**config.mk**
```make
export PLATFORM = sky130hd
export DESIGN_NAME = draw_arbiter_flat
export DESIGN_NICKNAME = d
export VERILOG_FILES = /design/src/rtl/draw_arbiter_pkg.sv /design/src/rtl/draw_arbiter_if.sv /design/src/rtl/draw_arbiter_rr_arb2.sv /design/src/rtl/draw_arbiter.sv /design/src/flat_wrapper.sv
export SDC_FILE = /design/constraint.sdc
export NUM_CORES = 1
export LEC_CHECK = 0
export ABC_AREA = 1
export BUFFER_PORTS_ARGS = -buffer_cell sky130_fd_sc_hd__buf_4
export CORE_MARGIN = 8
export CORE_UTILIZATION = 45
export DETAILED_ROUTE_END_ITERATION = 16
export GPL_ROUTABILITY_DRIVEN = 1
export PLACE_DENSITY_LB_ADDON = 0.12
export SLEW_MARGIN = 5
export SYNTH_ARGS = -nofsm -noshare
export SYNTH_HDL_FRONTEND = slang
export SYNTH_SLANG_ARGS = --single-unit
```
**constraint.sdc**
```tcl
create_clock -name CLOCK_50 -period 4 [get_ports CLOCK_50]
set_input_delay 0.6 -clock CLOCK_50 [delete_from_list [all_inputs] [get_ports CLOCK_50]]
set_output_delay 0.6 -clock CLOCK_50 [all_outputs]
set_load 0.02 [all_outputs]
```
**src/rtl/draw_arbiter_pkg.sv**
```systemverilog
// Shared types and defaults for the draw-engine arbiter.
package draw_arbiter_pkg;

  localparam logic ITEM_PRESS = 1'b1;
  localparam logic ITEM_GARB  = 1'b0;

  localparam int unsigned CNT_W = 12;
  localparam int unsigned POS_W = 3;

  localparam int unsigned PRESS_CYCLES_DEF = 2402;
  localparam int unsigned GARB_CYCLES_DEF  = 402;
  localparam int unsigned PRESS_MAXPOS_DEF = 5;
  localparam int unsigned GARB_MAXPOS_DEF  = 3;

  typedef enum logic {
    S_IDLE = 1'b0,
    S_WAIT = 1'b1
  } state_t;

  typedef struct packed {
    logic             item;
    logic             erase;
    logic [POS_W-1:0] pos;
  } cmd_t;

  // Position range depends on which sprite is being drawn.
  function automatic logic pos_legal(input cmd_t c,
                                     input logic [POS_W-1:0] press_max,
                                     input logic [POS_W-1:0] garb_max);
    return (c.item == ITEM_PRESS) ? (c.pos <= press_max) : (c.pos <= garb_max);
  endfunction

endpackage

```
**src/rtl/draw_arbiter_if.sv**
```systemverilog
// Requester/engine bundle between the two sprite FSMs and the draw arbiter.
interface draw_arbiter_if;
  import draw_arbiter_pkg::*;

  logic             req0, req1;
  logic             item0, item1;
  logic             erase0, erase1;
  logic [POS_W-1:0] pos0, pos1;
  logic             ack0, ack1;
  logic             done0, done1;
  logic             err0, err1;
  logic             draw_item;
  logic             draw_erase;
  logic [POS_W-1:0] draw_pos;
  logic             busy;

  modport master (
    output req0, req1, item0, item1, erase0, erase1, pos0, pos1,
    input  ack0, ack1, done0, done1, err0, err1,
    input  draw_item, draw_erase, draw_pos, busy
  );

  modport slave (
    input  req0, req1, item0, item1, erase0, erase1, pos0, pos1,
    output ack0, ack1, done0, done1, err0, err1,
    output draw_item, draw_erase, draw_pos, busy
  );
endinterface

```
**src/rtl/draw_arbiter_rr_arb2.sv**
```systemverilog
// Two-way picker (round-robin or fixed priority) with its last-grant register.
module rr_arb2 #(
  parameter int unsigned PRIO_MODE = 0
) (
  input  logic       clk,
  input  logic       reset_n,
  input  logic [1:0] req,
  input  logic       update,
  input  logic       upd_idx,
  output logic       gnt_valid_c,
  output logic       gnt_idx_c
);

  logic last;

  // last resets to 1 so requester 0 wins the first contested round.
  always_ff @(posedge clk) begin
    if (!reset_n)    last <= 1'b1;
    else if (update) last <= upd_idx;
  end

  always_comb begin
    gnt_valid_c = |req;
    if (PRIO_MODE != 0)   gnt_idx_c = ~req[0];
    else if (&req)        gnt_idx_c = ~last;
    else                  gnt_idx_c = req[1];
  end

endmodule

```
**src/rtl/draw_arbiter.sv**
```systemverilog
// Serialises erase/draw commands from two requesters onto the single draw engine.
module draw_arbiter
  import draw_arbiter_pkg::*;
#(
  parameter int unsigned PRESS_CYCLES = PRESS_CYCLES_DEF,
  parameter int unsigned GARB_CYCLES  = GARB_CYCLES_DEF,
  parameter int unsigned PRESS_MAXPOS = PRESS_MAXPOS_DEF,
  parameter int unsigned GARB_MAXPOS  = GARB_MAXPOS_DEF,
  parameter int unsigned PRIO_MODE    = 0
) (
  input logic           CLOCK_50,
  input logic           reset_n,
  draw_arbiter_if.slave bus
);

  state_t           state, state_nxt;
  logic [CNT_W-1:0] cnt, cnt_nxt;
  logic             owner, owner_nxt;
  cmd_t             draw_cmd, draw_cmd_nxt;
  logic             ack0, ack1, err0, err1, done0, done1, busy;
  logic             ack0_nxt, ack1_nxt, err0_nxt, err1_nxt, done0_nxt, done1_nxt, busy_nxt;

  cmd_t             cmd0_c, cmd1_c, win_c;
  logic [1:0]       req_c;
  logic             gnt_valid_c, gnt_idx_c, legal_c, accept_c, run_done_c;
  logic [CNT_W-1:0] len_m1_c;

  assign cmd0_c = '{item: bus.item0, erase: bus.erase0, pos: bus.pos0};
  assign cmd1_c = '{item: bus.item1, erase: bus.erase1, pos: bus.pos1};

  // A request still high in its own ack cycle has already been served.
  assign req_c = (state == S_IDLE) ? {bus.req1 & ~ack1, bus.req0 & ~ack0} : 2'b00;

  rr_arb2 #(.PRIO_MODE(PRIO_MODE)) u_rr_arb2 (
    .clk         (CLOCK_50),
    .reset_n     (reset_n),
    .req         (req_c),
    .update      (accept_c),
    .upd_idx     (gnt_idx_c),
    .gnt_valid_c (gnt_valid_c),
    .gnt_idx_c   (gnt_idx_c)
  );

  assign win_c      = gnt_idx_c ? cmd1_c : cmd0_c;
  assign legal_c    = pos_legal(win_c, POS_W'(PRESS_MAXPOS), POS_W'(GARB_MAXPOS));
  assign accept_c   = gnt_valid_c & legal_c;
  assign len_m1_c   = (draw_cmd.item == ITEM_PRESS) ? CNT_W'(PRESS_CYCLES - 1)
                                                    : CNT_W'(GARB_CYCLES - 1);
  assign run_done_c = (state == S_WAIT) && (cnt == len_m1_c);

  always_ff @(posedge CLOCK_50) begin
    if (!reset_n) state <= S_IDLE;
    else          state <= state_nxt;
  end

  always_comb begin
    state_nxt = state;
    unique case (state)
      S_IDLE:  if (accept_c)   state_nxt = S_WAIT;
      S_WAIT:  if (run_done_c) state_nxt = S_IDLE;
      default: state_nxt = S_IDLE;
    endcase
  end

  always_comb begin
    ack0_nxt     = 1'b0;
    ack1_nxt     = 1'b0;
    err0_nxt     = 1'b0;
    err1_nxt     = 1'b0;
    done0_nxt    = 1'b0;
    done1_nxt    = 1'b0;
    busy_nxt     = busy;
    draw_cmd_nxt = draw_cmd;
    owner_nxt    = owner;
    cnt_nxt      = cnt;
    unique case (state)
      S_IDLE: begin
        if (gnt_valid_c) begin
          ack0_nxt = ~gnt_idx_c;
          ack1_nxt = gnt_idx_c;
          err0_nxt = ~gnt_idx_c & ~legal_c;
          err1_nxt = gnt_idx_c & ~legal_c;
          if (legal_c) begin
            draw_cmd_nxt = win_c;
            owner_nxt    = gnt_idx_c;
            cnt_nxt      = '0;
            busy_nxt     = 1'b1;
          end
        end
      end
      S_WAIT: begin
        if (run_done_c) begin
          done0_nxt = ~owner;
          done1_nxt = owner;
          busy_nxt  = 1'b0;
        end else begin
          cnt_nxt = cnt + CNT_W'(1);
        end
      end
      default: ;
    endcase
  end

  // Reset aborts a run silently; the engine has its own reset.
  always_ff @(posedge CLOCK_50) begin
    if (!reset_n) begin
      {ack0, ack1, err0, err1, done0, done1, busy} <= '0;
      draw_cmd <= '0;
      owner    <= 1'b0;
      cnt      <= '0;
    end else begin
      ack0     <= ack0_nxt;
      ack1     <= ack1_nxt;
      err0     <= err0_nxt;
      err1     <= err1_nxt;
      done0    <= done0_nxt;
      done1    <= done1_nxt;
      busy     <= busy_nxt;
      draw_cmd <= draw_cmd_nxt;
      owner    <= owner_nxt;
      cnt      <= cnt_nxt;
    end
  end

  assign bus.ack0       = ack0;
  assign bus.ack1       = ack1;
  assign bus.err0       = err0;
  assign bus.err1       = err1;
  assign bus.done0      = done0;
  assign bus.done1      = done1;
  assign bus.busy       = busy;
  assign bus.draw_item  = draw_cmd.item;
  assign bus.draw_erase = draw_cmd.erase;
  assign bus.draw_pos   = draw_cmd.pos;

endmodule

```
**src/flat_wrapper.sv**
```systemverilog
// flat-port wrapper written by rule: the top's interface ports become plain ports
module draw_arbiter_flat import draw_arbiter_pkg::*;
#(
  parameter int unsigned PRESS_CYCLES = PRESS_CYCLES_DEF,
  parameter int unsigned GARB_CYCLES  = GARB_CYCLES_DEF,
  parameter int unsigned PRESS_MAXPOS = PRESS_MAXPOS_DEF,
  parameter int unsigned GARB_MAXPOS  = GARB_MAXPOS_DEF,
  parameter int unsigned PRIO_MODE    = 0
)
  (CLOCK_50, reset_n, bus_req0, bus_req1, bus_item0, bus_item1, bus_erase0, bus_erase1, bus_pos0, bus_pos1, bus_ack0, bus_ack1, bus_done0, bus_done1, bus_err0, bus_err1, bus_draw_item, bus_draw_erase, bus_draw_pos, bus_busy);
  draw_arbiter_if bus_i ();
  input logic CLOCK_50;
  input logic reset_n;
  input wire logic [$bits(bus_i.req0)-1:0] bus_req0;
  input wire logic [$bits(bus_i.req1)-1:0] bus_req1;
  input wire logic [$bits(bus_i.item0)-1:0] bus_item0;
  input wire logic [$bits(bus_i.item1)-1:0] bus_item1;
  input wire logic [$bits(bus_i.erase0)-1:0] bus_erase0;
  input wire logic [$bits(bus_i.erase1)-1:0] bus_erase1;
  input wire logic [$bits(bus_i.pos0)-1:0] bus_pos0;
  input wire logic [$bits(bus_i.pos1)-1:0] bus_pos1;
  output wire logic [$bits(bus_i.ack0)-1:0] bus_ack0;
  output wire logic [$bits(bus_i.ack1)-1:0] bus_ack1;
  output wire logic [$bits(bus_i.done0)-1:0] bus_done0;
  output wire logic [$bits(bus_i.done1)-1:0] bus_done1;
  output wire logic [$bits(bus_i.err0)-1:0] bus_err0;
  output wire logic [$bits(bus_i.err1)-1:0] bus_err1;
  output wire logic [$bits(bus_i.draw_item)-1:0] bus_draw_item;
  output wire logic [$bits(bus_i.draw_erase)-1:0] bus_draw_erase;
  output wire logic [$bits(bus_i.draw_pos)-1:0] bus_draw_pos;
  output wire logic [$bits(bus_i.busy)-1:0] bus_busy;
  assign bus_i.req0 = bus_req0;
  assign bus_i.req1 = bus_req1;
  assign bus_i.item0 = bus_item0;
  assign bus_i.item1 = bus_item1;
  assign bus_i.erase0 = bus_erase0;
  assign bus_i.erase1 = bus_erase1;
  assign bus_i.pos0 = bus_pos0;
  assign bus_i.pos1 = bus_pos1;
  assign bus_ack0 = bus_i.ack0;
  assign bus_ack1 = bus_i.ack1;
  assign bus_done0 = bus_i.done0;
  assign bus_done1 = bus_i.done1;
  assign bus_err0 = bus_i.err0;
  assign bus_err1 = bus_i.err1;
  assign bus_draw_item = bus_i.draw_item;
  assign bus_draw_erase = bus_i.draw_erase;
  assign bus_draw_pos = bus_i.draw_pos;
  assign bus_busy = bus_i.busy;
  draw_arbiter #(.PRESS_CYCLES(PRESS_CYCLES), .GARB_CYCLES(GARB_CYCLES), .PRESS_MAXPOS(PRESS_MAXPOS), .GARB_MAXPOS(GARB_MAXPOS), .PRIO_MODE(PRIO_MODE)) u_core (.CLOCK_50(CLOCK_50), .reset_n(reset_n), .bus(bus_i));
endmodule
```
==> results of run 1 <==
critical path, cell delays in order, from the launching register on:
cell and delay (ns):
dfxtp_1 0.42, inv_2 0.24, nand4_2 0.19, nand2_4 0.15, nand2_1 0.06, nand2_1 0.10
nand2_2 0.09, nand2_2 0.11, nand2_2 0.13, inv_2 0.13, nand2_1 0.07, a21oi_1 0.11
power by group:
| group | leakage [nW] | internal, mW | switching [mW] |
|---|---|---|---|
| logic | 0.460 | 0.0723 | 0.134 |
| clock network | 0.0177 | 0.0376 | 0.0833 |
| registers | 0.220 | 0.293 | 0.0207 |
| total | 0.698 | 0.403 | 0.238 |
logic make-up after synthesis:
family | after synthesis | synth area share
compound gates | 25 | 0.118
simple gates | 127 | 0.402
fa+ha+maj | 2 | 0.0166
flops | 27 | 0.358
xor+xnor | 5 | 0.0290
buf+inv | 26 | 0.0771
layer usage:
| metal | GRT usage | vias to the layer above | routed length [um] |
|---|---|---|---|
| met5 | 0 | - | 0 |
| met4 | 0.0599 | 0 | 42 |
| met3 | 0.0377 | 6 | 183 |
| met2 | 0.228 | 37 | 1570 |
| met1 | 0.157 | 630 | 1560 |
| li1 | - | 741 | - |
area by class of cell:
cell class | instances | area share
multi-input cells | 159 | 0.489
flip-flops and latches | 27 | 0.310
repair buffers | 25 | 0.108
inverters | 21 | 0.0452
well taps | 46 | 0.0330
clock buffers | 3 | 0.0129
clock inverters | 1 | 0.00287
state kept, by name, summed over array words and instances, names as in the netlist:
register,flops
u_core.bus.busy,1
u_core.bus.draw_erase,1
u_core.bus.ack1,1
u_core.bus.err0,1
u_core.state,1
u_core.bus.done0,1
u_core.bus.draw_item,1
u_core.bus.done1,1
u_core.bus.ack0,1
u_core.cnt,12
u_core.u_rr_arb2.last,1
u_core.owner,1
u_core.bus.err1,1
u_core.bus.draw_pos,3
worst paths after layout:
kind / startpoint / endpoint / slack [ns] / depth (start not counted)
worst max register to register: u_core.state / u_core.bus.draw_item / 2.13 / 11
worst max-delay path: u_core.state / u_core.bus.draw_item / 2.13 / 11
worst min-delay path: u_core.owner / u_core.bus.done0 / 0.47 / 1
worst min register to register: u_core.owner / u_core.bus.done0 / 0.47 / 1
cell usage in the layout, fill, tap and decap left out, types with 3 or more instances in the layout:
master and instances:
a21oi_1 9, a21oi_2 8, buf_4 25, clkbuf_4 3, dfxtp_1 27, inv_1 16, inv_2 5, nand2_1 48
nand2_2 13, nand3_1 20, nand4_1 4, nor2_1 24, nor3_1 10, o21ai_0 3, xor2_1 4
==> out/results.tsv, run 1 <==
stage	metric	value	unit
die	starting density of the core	0.460	
global_routing	grt ovf	0	
yosys	Seq/Total Area, Yosys	0.358	
sta	Post-Route Setup TNS	0	ns
routing	drt total wl	3.35	mm
power	pwr dens	367	nW/um^2
outcome	outcome	complete, no violations	
routing	drt first pass iters	4	
routing	WL/cell	11.9	um
setup_path	critical path class	reg2reg	
routing	drc violations	0	
routing	First DRT Iteration DRCs	92	
sta	final hold slack	0.468	ns
placement	gpl congestion	0.872	
die	io pins	26	
sta	setup ws final	2.13	ns
clocking	H-tree depth	1	
layout	Final Net Count	253	
yosys	most common cell in the synthesized netlist	nand2_1	
clocking	post-CTS setup buffer count	0	
global_routing	initial antenna violation count	0	
die	row cnt	21	
placement	IO buf count	25	
routing	Via density	5.01	
yosys	ys flop type	dfxtp_1	
yosys	FF+latch count, synth	27	
placement	dpl hpwl	2.59	mm
sta	Pins Over Slew Limit	0	
layout	multi-input logic area	853	um^2
setup_path	crit start category	flip-flop	
placement	DP Area	1720	um^2
yosys	post-synth top area share	0.358	
power	Pwr Total	0.641	mW
setup_path	Req. time, crit path	4.27	ns
die	die area	5470	um^2
layout	layout cells sized above 1	0.263	
layout	Layout Cells excl Fill	282	
sta	Min Clock Period, post-route	1.87	ns
yosys	Syn Area/Cell	7.12	um^2
yosys	Yosys cell types	27	
layout	Reg area	541	um^2
clocking	root buffer cell	clkbuf_4	
sta	Peak Freq	0.534	GHz
power	Leak	0.698	nW
sta	Fin. Hold Viols	0	
global_routing	maximum number of pins on one net before global-route repair	23	
yosys	syn_nets	228	
layout	design area	1750	um^2
layout	fill count	341	
clocking	deepest clock path buffer count	2	
run	MaxCap Viol Count	0	
global_routing	number of global-route vias before repair	1402	
power	Worst IR Drop VDD	0.000181	V
yosys	largest cells by area after synthesis	dfxtp_1, nand2_1, nand3_1, nor2_1, nand2_2	
die	DIE WIDTH	73.9	um
clocking	cts hold-fix bufs	0	
yosys	Post-synth ARST share	0	
layout	antenna cell count	0	
sta	final setup fails	0	
routing	vias	1414	
clocking	clk sinks	27	
yosys	Post-Syn Area	1510	um^2
sta	Max-Slew Margin vs Limit	0.444	
layout	Core Util, Final	0.531	
clocking	Post-CTS Resized	0	
yosys	Yosys warnings	0	
clocking	Clock Latency Late Sink	0.33	ns
routing	antenna viol nets, final	0	
global_routing	GRT Total Usage	0.136	
placement	placed cell count	278	
setup_path	critical path data arrival time	2.14	ns
clocking	clock-pin slew on the worst setup and hold paths	0.15	ns
setup_path	Worst Setup End Kind	flip-flop	
global_routing	first-pass GRT wire length	5.95	mm
sta	worst-case clock skew	0.00432	ns
setup_path	crit-path max FO	12	
clocking	total CTS buffers	3	
sta	Slew @ Worst Pin	0.833	ns
yosys	area leader, netlist	dfxtp_1	
min_path	min-delay worst type	reg2reg	
die	die height	73.9	um
sta	crit share post-route	0.468	
clocking	CTS tree	built	
die	core area	3280	um^2
layout	P&R area growth vs syn	15.6	%
yosys	synthesized instance count	212	
placement	Setup WS pre-CTS	2.12	ns
yosys	Post-synth EDFFs	0	
yosys	commonest cells in the netlist	nand2_1, dfxtp_1, nor2_1, nand3_1, inv_1	
sta	RSZ-0062 raised after global routing	no	
Note: power is estimated with default switching activity, not from simulation.
==> run 2: changes to the inputs <==
ABC_AREA = 0   (was 1)
clock period = 1.7 ns   (was 4 ns; I/O delays follow)
==> run 2 against run 1 <==
Critical endpoint is now u_core.u_rr_arb2.last. Sequential power is 120% higher. Critical path depth is 7 lower. Final cell count is 26% lower. Critical path type unchanged. First-iteration DRC count is 27% lower. The flow now finishes with violations (negative setup slack). Core utilization is 8.7 points higher.
==> out/results.tsv, run 2 <==
stage	metric	value	unit
clocking	total CTS buffers	3	
yosys	syn_nets	159	
yosys	Seq/Total Area, Yosys	0.404	
yosys	commonest cells in the netlist	dfxtp_1, nor2_1, inv_1, xnor2_1	
setup_path	critical path class	reg2reg	
sta	Pins Over Slew Limit	0	
clocking	clock-pin slew on the worst setup and hold paths	0.14	ns
yosys	Post-synth EDFFs	0	
yosys	Syn Area/Cell	9.36	um^2
yosys	largest cells by area after synthesis	dfxtp_1, xnor2_1, nor2_1, mux2i_1, o31a_1	
yosys	Yosys warnings	0	
setup_path	R2R depth	4	
setup_path	WP depth	4	
layout	antenna cell count	0	
sta	Slew @ Worst Pin	0.497	ns
yosys	Yosys cell types	44	
yosys	ys flop type	dfxtp_1	
clocking	deepest clock path buffer count	2	
placement	IO buf count	25	
layout	P&R area growth vs syn	28.4	%
layout	most frequent cells in the layout	buf_4, dfxtp_1, nor2_1	
clocking	CTS tree	built	
routing	drc violations	0	
setup_path	Worst Setup End Kind	flip-flop	
sta	Min Clock Period, post-route	1.72	ns
routing	vias	1198	
run	MaxCap Viol Count	0	
global_routing	initial antenna violation count	0	
layout	most common cell after layout, fill and taps aside	buf_4	
setup_path	Req. time, crit path	1.93	ns
placement	Setup WS pre-CTS	-0.0441	ns
setup_path	RR Endpoint	u_core.u_rr_arb2.last	
routing	First DRT Iteration DRCs	67	
clocking	cts hold-fix bufs	0	
yosys	synthesized instance count	143	
yosys	area leader, netlist	dfxtp_1	
setup_path	slowest CP cell	or3b_4	
die	row cnt	19	
routing	antenna viol nets, final	0	
clocking	Clock Latency Late Sink	0.32	ns
setup_path	crit start category	flip-flop	
setup_path	crit-path leading delay family	simple AND/OR/NAND/NOR gates	
die	starting density of the core	0.481	
setup_path	Crit Reg-Reg Startpoint	u_core.state	
power	Leak	0.671	nW
global_routing	maximum number of pins on one net before global-route repair	16	
sta	Post-Route Setup TNS	-0.0171	ns
clocking	root buffer cell	clkbuf_4	
routing	drt first pass iters	4	
setup_path	R2R Setup Slk	-0.02	ns
global_routing	first-pass GRT wire length	5.55	mm
routing	Via density	5.70	
min_path	min-delay worst type	in2reg	
die	die area	4980	um^2
sta	final setup fails	1	
setup_path	Worst Setup SP	u_core.state	
sta	worst-case clock skew	0.00778	ns
die	DIE WIDTH	70.5	um
layout	layout cells sized above 1	0.324	
yosys	post-synth top area share	0.404	
clocking	clk sinks	27	
layout	Final Net Count	196	
sta	Max-Slew Margin vs Limit	0.669	
sta	Fin. Hold Viols	0	
routing	drt total wl	3.12	mm
placement	dpl hpwl	2.38	mm
layout	Core Util, Final	0.618	
setup_path	CP cell instances	or3b_4, o211a_4, or3_4, a211o_1	
yosys	FF+latch count, synth	27	
placement	gpl congestion	0.799	
layout	largest register by flop count	u_core.cnt	
outcome	failing checks	negative setup slack	
layout	fill count	252	
setup_path	end of the critical path	u_core.u_rr_arb2.last	
clocking	H-tree depth	1	
die	die height	70.5	um
power	Worst IR Drop VDD	0.000609	V
layout	max reg flops	12	
setup_path	max incr delay on CP	0.40	ns
yosys	Post-synth ARST share	0	
global_routing	grt ovf	0	
power	pwr dens	818	nW/um^2
global_routing	number of global-route vias before repair	1291	
sta	setup ws final	-0.0171	ns
setup_path	crit-path max FO	3	
sta	crit share post-route	1.01	
routing	WL/cell	14.8	um
die	core area	2780	um^2
setup_path	critical path data arrival time	1.94	ns
yosys	Post-Syn Area	1340	um^2
setup_path	Bufs and invs on worst path	0	
sta	RSZ-0062 raised after global routing	yes	
global_routing	GRT Total Usage	0.130	
yosys	most common cell in the synthesized netlist	dfxtp_1	
die	io pins	26	
sta	Peak Freq	0.582	GHz
outcome	outcome	finished, violations left	
## run 2: cells by family (layout without fill, tap and decap cells)
logic type / Yosys count / count (layout) / synth area share
flip-flops: 27 / 27 / 0.404
XOR/XNOR: 9 / 9 / 0.0589
multiplexers: 5 / 5 / 0.0374
buffers and inverters: 16 / 52 / 0.0533
adder cells (fa/ha/maj): 2 / 2 / 0.0187
AND/OR/NAND/NOR: 53 / 53 / 0.236
AO/OA/AOI/OAI: 31 / 31 / 0.192
## run 2: worst min path at each step
stage | from | end | slack (ns) | depth (start not counted)
3_3_place_gp | u_core.owner | u_core.bus.done0 | 0.44 | 1
6_report | bus_pos0[2] | u_core.bus.err0 | 0.19 | 2
4_1_cts | reset_n | u_core.owner | 0.19 | 2
2_1_floorplan | bus_pos0[2] | u_core.bus.err0 | 0.40 | 1
3_5_place_dp | u_core.owner | u_core.bus.done0 | 0.45 | 1
5_1_grt | bus_pos0[2] | u_core.bus.err0 | 0.18 | 2
## run 2: routing by layer
| layer | global-route usage | vias to the layer above | wire, um |
|---|---|---|---|
| li1 | - | 602 | - |
| met1 | 0.141 | 559 | 1360 |
| met2 | 0.235 | 29 | 1590 |
| met3 | 0.0265 | 8 | 94 |
| met4 | 0.0635 | 0 | 76 |
| met5 | 0 | - | 0 |
## run 2: repair_timing
action / CTS / global route
buffers inserted: 0 / 2
endpoints found under the setup margin: 2 / 20
gates resized for setup: 3 / 13
pin swaps: 2 / 3
## run 2: through the flow
| step | power, mW | std cells | hold slack (ns) | instance area, um^2 |
|---|---|---|---|---|
| after detailed placement | 1.10 | 204 | 0.451 | 1630 |
| after floorplan | 0.944 | 143 | 0.401 | 1340 |
| after global routing | 1.49 | 210 | 0.182 | 1720 |
| final | 1.41 | 210 | 0.194 | 1720 |
| after CTS | 1.39 | 208 | 0.186 | 1670 |
| after global placement | 1.09 | 204 | 0.440 | 1630 |
## run 2: area by class of cell
class	instances	area [um^2]	share of cell area
inverter	10	37.5	0.0218
sequential	27	544	0.317
tap	31	38.8	0.0226
clock buffer	3	22.5	0.0131
multi-input combinational	100	769	0.448
timing repair buffer	38	302	0.175
clock inverter	1	5.00	0.00291
## run 2: power breakdown
part           switching [mW]  internal (mW)
clock network           0.189         0.0882
registers              0.0289          0.678
logic                   0.214          0.208
==> run 3: changes to the inputs <==
BUFFER_PORTS_ARGS = default   (was -buffer_cell sky130_fd_sc_hd__buf_4)
DONT_BUFFER_PORTS = 1   (was default)
==> run 3 against run 2 <==
The flow still finishes with violations (negative setup slack). Worst hold slack worse by 0.16 ns. Via count is 9.8% lower. Sequential share of layout area is 4.5 points higher. Critical path type unchanged. Largest cell class unchanged. Largest power group unchanged.
==> out/results.tsv, run 3 (synthesized netlist as in run 2, its figures left out) <==
stage	metric	value	unit
setup_path	Crit Reg-Reg Startpoint	u_core.state	
sta	Min Clock Period, post-route	1.71	ns
min_path	min-delay worst type	in2reg	
global_routing	maximum number of pins on one net before global-route repair	17	
sta	Max-Slew Margin vs Limit	0.675	
min_path	Hold EP	u_core.owner	
global_routing	GRT Total Usage	0.116	
setup_path	crit-path leading delay family	simple AND/OR/NAND/NOR gates	
routing	drt first pass iters	4	
placement	IO buf count	0	
clocking	H-tree depth	1	
clocking	root buffer cell	clkbuf_4	
layout	max reg flops	12	
setup_path	Req. time, crit path	1.94	ns
run	MaxCap Viol Count	0	
die	row cnt	19	
power	pwr dens	876	nW/um^2
placement	gpl congestion	0.804	
clocking	Clock Latency Late Sink	0.33	ns
setup_path	crit-path max FO	3	
clocking	clk sinks	27	
setup_path	R2R Setup Slk	-0.01	ns
die	io pins	26	
setup_path	slowest CP cell	or3b_1	
setup_path	CP cell instances	or3b_1, o211a_1, or3_4, a211o_1	
sta	Fin. Hold Viols	0	
global_routing	grt ovf	0	
placement	dpl hpwl	2.26	mm
setup_path	critical path class	reg2reg	
layout	Final Net Count	172	
sta	setup ws final	-0.0132	ns
clocking	deepest clock path buffer count	2	
die	starting density of the core	0.481	
sta	RSZ-0062 raised after global routing	yes	
setup_path	RR Endpoint	u_core.u_rr_arb2.last	
layout	antenna cell count	0	
placement	Setup WS pre-CTS	0.00309	ns
clocking	CTS tree	built	
clocking	clock-pin slew on the worst setup and hold paths	0.15	ns
sta	worst-case clock skew	0.00913	ns
die	die height	70.5	um
power	Worst IR Drop VDD	0.000618	V
sta	Pins Over Slew Limit	0	
die	die area	4980	um^2
layout	most frequent cells in the layout	dfxtp_1, nor2_1, buf_4	
routing	drt total wl	2.92	mm
layout	largest register by flop count	u_core.cnt	
routing	First DRT Iteration DRCs	72	
layout	most common cell after layout, fill and taps aside	dfxtp_1	
setup_path	crit start category	flip-flop	
sta	final setup fails	1	
outcome	failing checks	negative setup slack	
setup_path	R2R depth	4	
setup_path	critical path data arrival time	1.95	ns
layout	P&R area growth vs syn	12.8	%
min_path	min-delay src	reset_n	
layout	Layout Cells excl Fill	186	
routing	antenna viol nets, final	0	
routing	Via density	5.81	
outcome	outcome	finished, violations left	
routing	vias	1080	
global_routing	number of global-route vias before repair	1113	
min_path	Hold Path Depth	1	
layout	layout cells sized above 1	0.194	
clocking	total CTS buffers	3	
placement	placed cell count	179	
setup_path	max incr delay on CP	0.39	ns
setup_path	Bufs and invs on worst path	0	
global_routing	initial antenna violation count	0	
sta	crit share post-route	1.01	
die	DIE WIDTH	70.5	um
die	core area	2780	um^2
routing	drc violations	0	
setup_path	Worst Setup End Kind	flip-flop	
sta	Peak Freq	0.584	GHz
power	Leak	0.541	nW
routing	WL/cell	15.7	um
sta	Slew @ Worst Pin	0.487	ns
global_routing	first-pass GRT wire length	4.89	mm
run 3: through the flow:
stage                     instance area, um^2  hold slack [ns]   util  power (mW)  TNS [ns]
after floorplan                          1340            0.401      -       0.944         0
after global placement                   1430            0.380  0.514        1.02         0
after detailed placement                 1430            0.379  0.514        1.02         0
after CTS                                1480          0.00219  0.532        1.32   -0.0203
after global routing                     1510          0.00669  0.543        1.40    -0.546
final                                    1510           0.0309  0.543        1.32   -0.0132
run 3: worst max path at each step:
stage               startpoint               endpoint  slack, ns  cells after the start
6_report          u_core.state  u_core.u_rr_arb2.last      -0.01                      4
5_1_grt           u_core.state  u_core.u_rr_arb2.last      -0.05                      4
4_1_cts           u_core.state  u_core.u_rr_arb2.last      -0.02                      4
3_5_place_dp      u_core.state  u_core.u_rr_arb2.last      0.003                      4
3_3_place_gp      u_core.state  u_core.u_rr_arb2.last       0.03                      4
2_1_floorplan  u_core.bus.ack1  u_core.u_rr_arb2.last       0.03                      4
run 3: worst register-to-register path, delay by kind of cell, from the launching register on:
| kind | cells | cell delay (ns) |
|---|---|---|
| AOI/OAI and AO/OA | 2 | 0.54 |
| DFF | 1 | 0.36 |
| and+or+nand+nor | 2 | 0.74 |
run 3: what timing repair did:
item | CTS | global route
buffers inserted | 2 | 0
setup endpoints to repair | 14 | 19
hold buffers | 0 | 1
pin swaps | 1 | 1
resized for setup | 4 | 7
endpoints found under the hold margin | 0 | 1
run 3: final cells by class:
cell class	instances	area (um^2)
multi-input cells	100	743
flip-flops and latches	27	546
clock buffers	3	22.5
inverters	10	37.5
well taps	31	38.8
repair buffers	14	115
clock inverters	1	7.51
fillers	248	1270
run 3: power breakdown:
part / switching [mW] / internal, mW / leakage, nW
Clock: 0.194 / 0.0899 / 0.0139
Combinational: 0.160 / 0.146 / 0.305
Sequential: 0.0555 / 0.678 / 0.222
run 3: layer usage:
metal,vias to the layer above,part of all wire,track usage
li1,551,-,-
met2,24,0.51,0.211
met1,499,0.42,0.119
met5,-,0,0
met4,0,0.020,0.0394
met3,6,0.050,0.0446
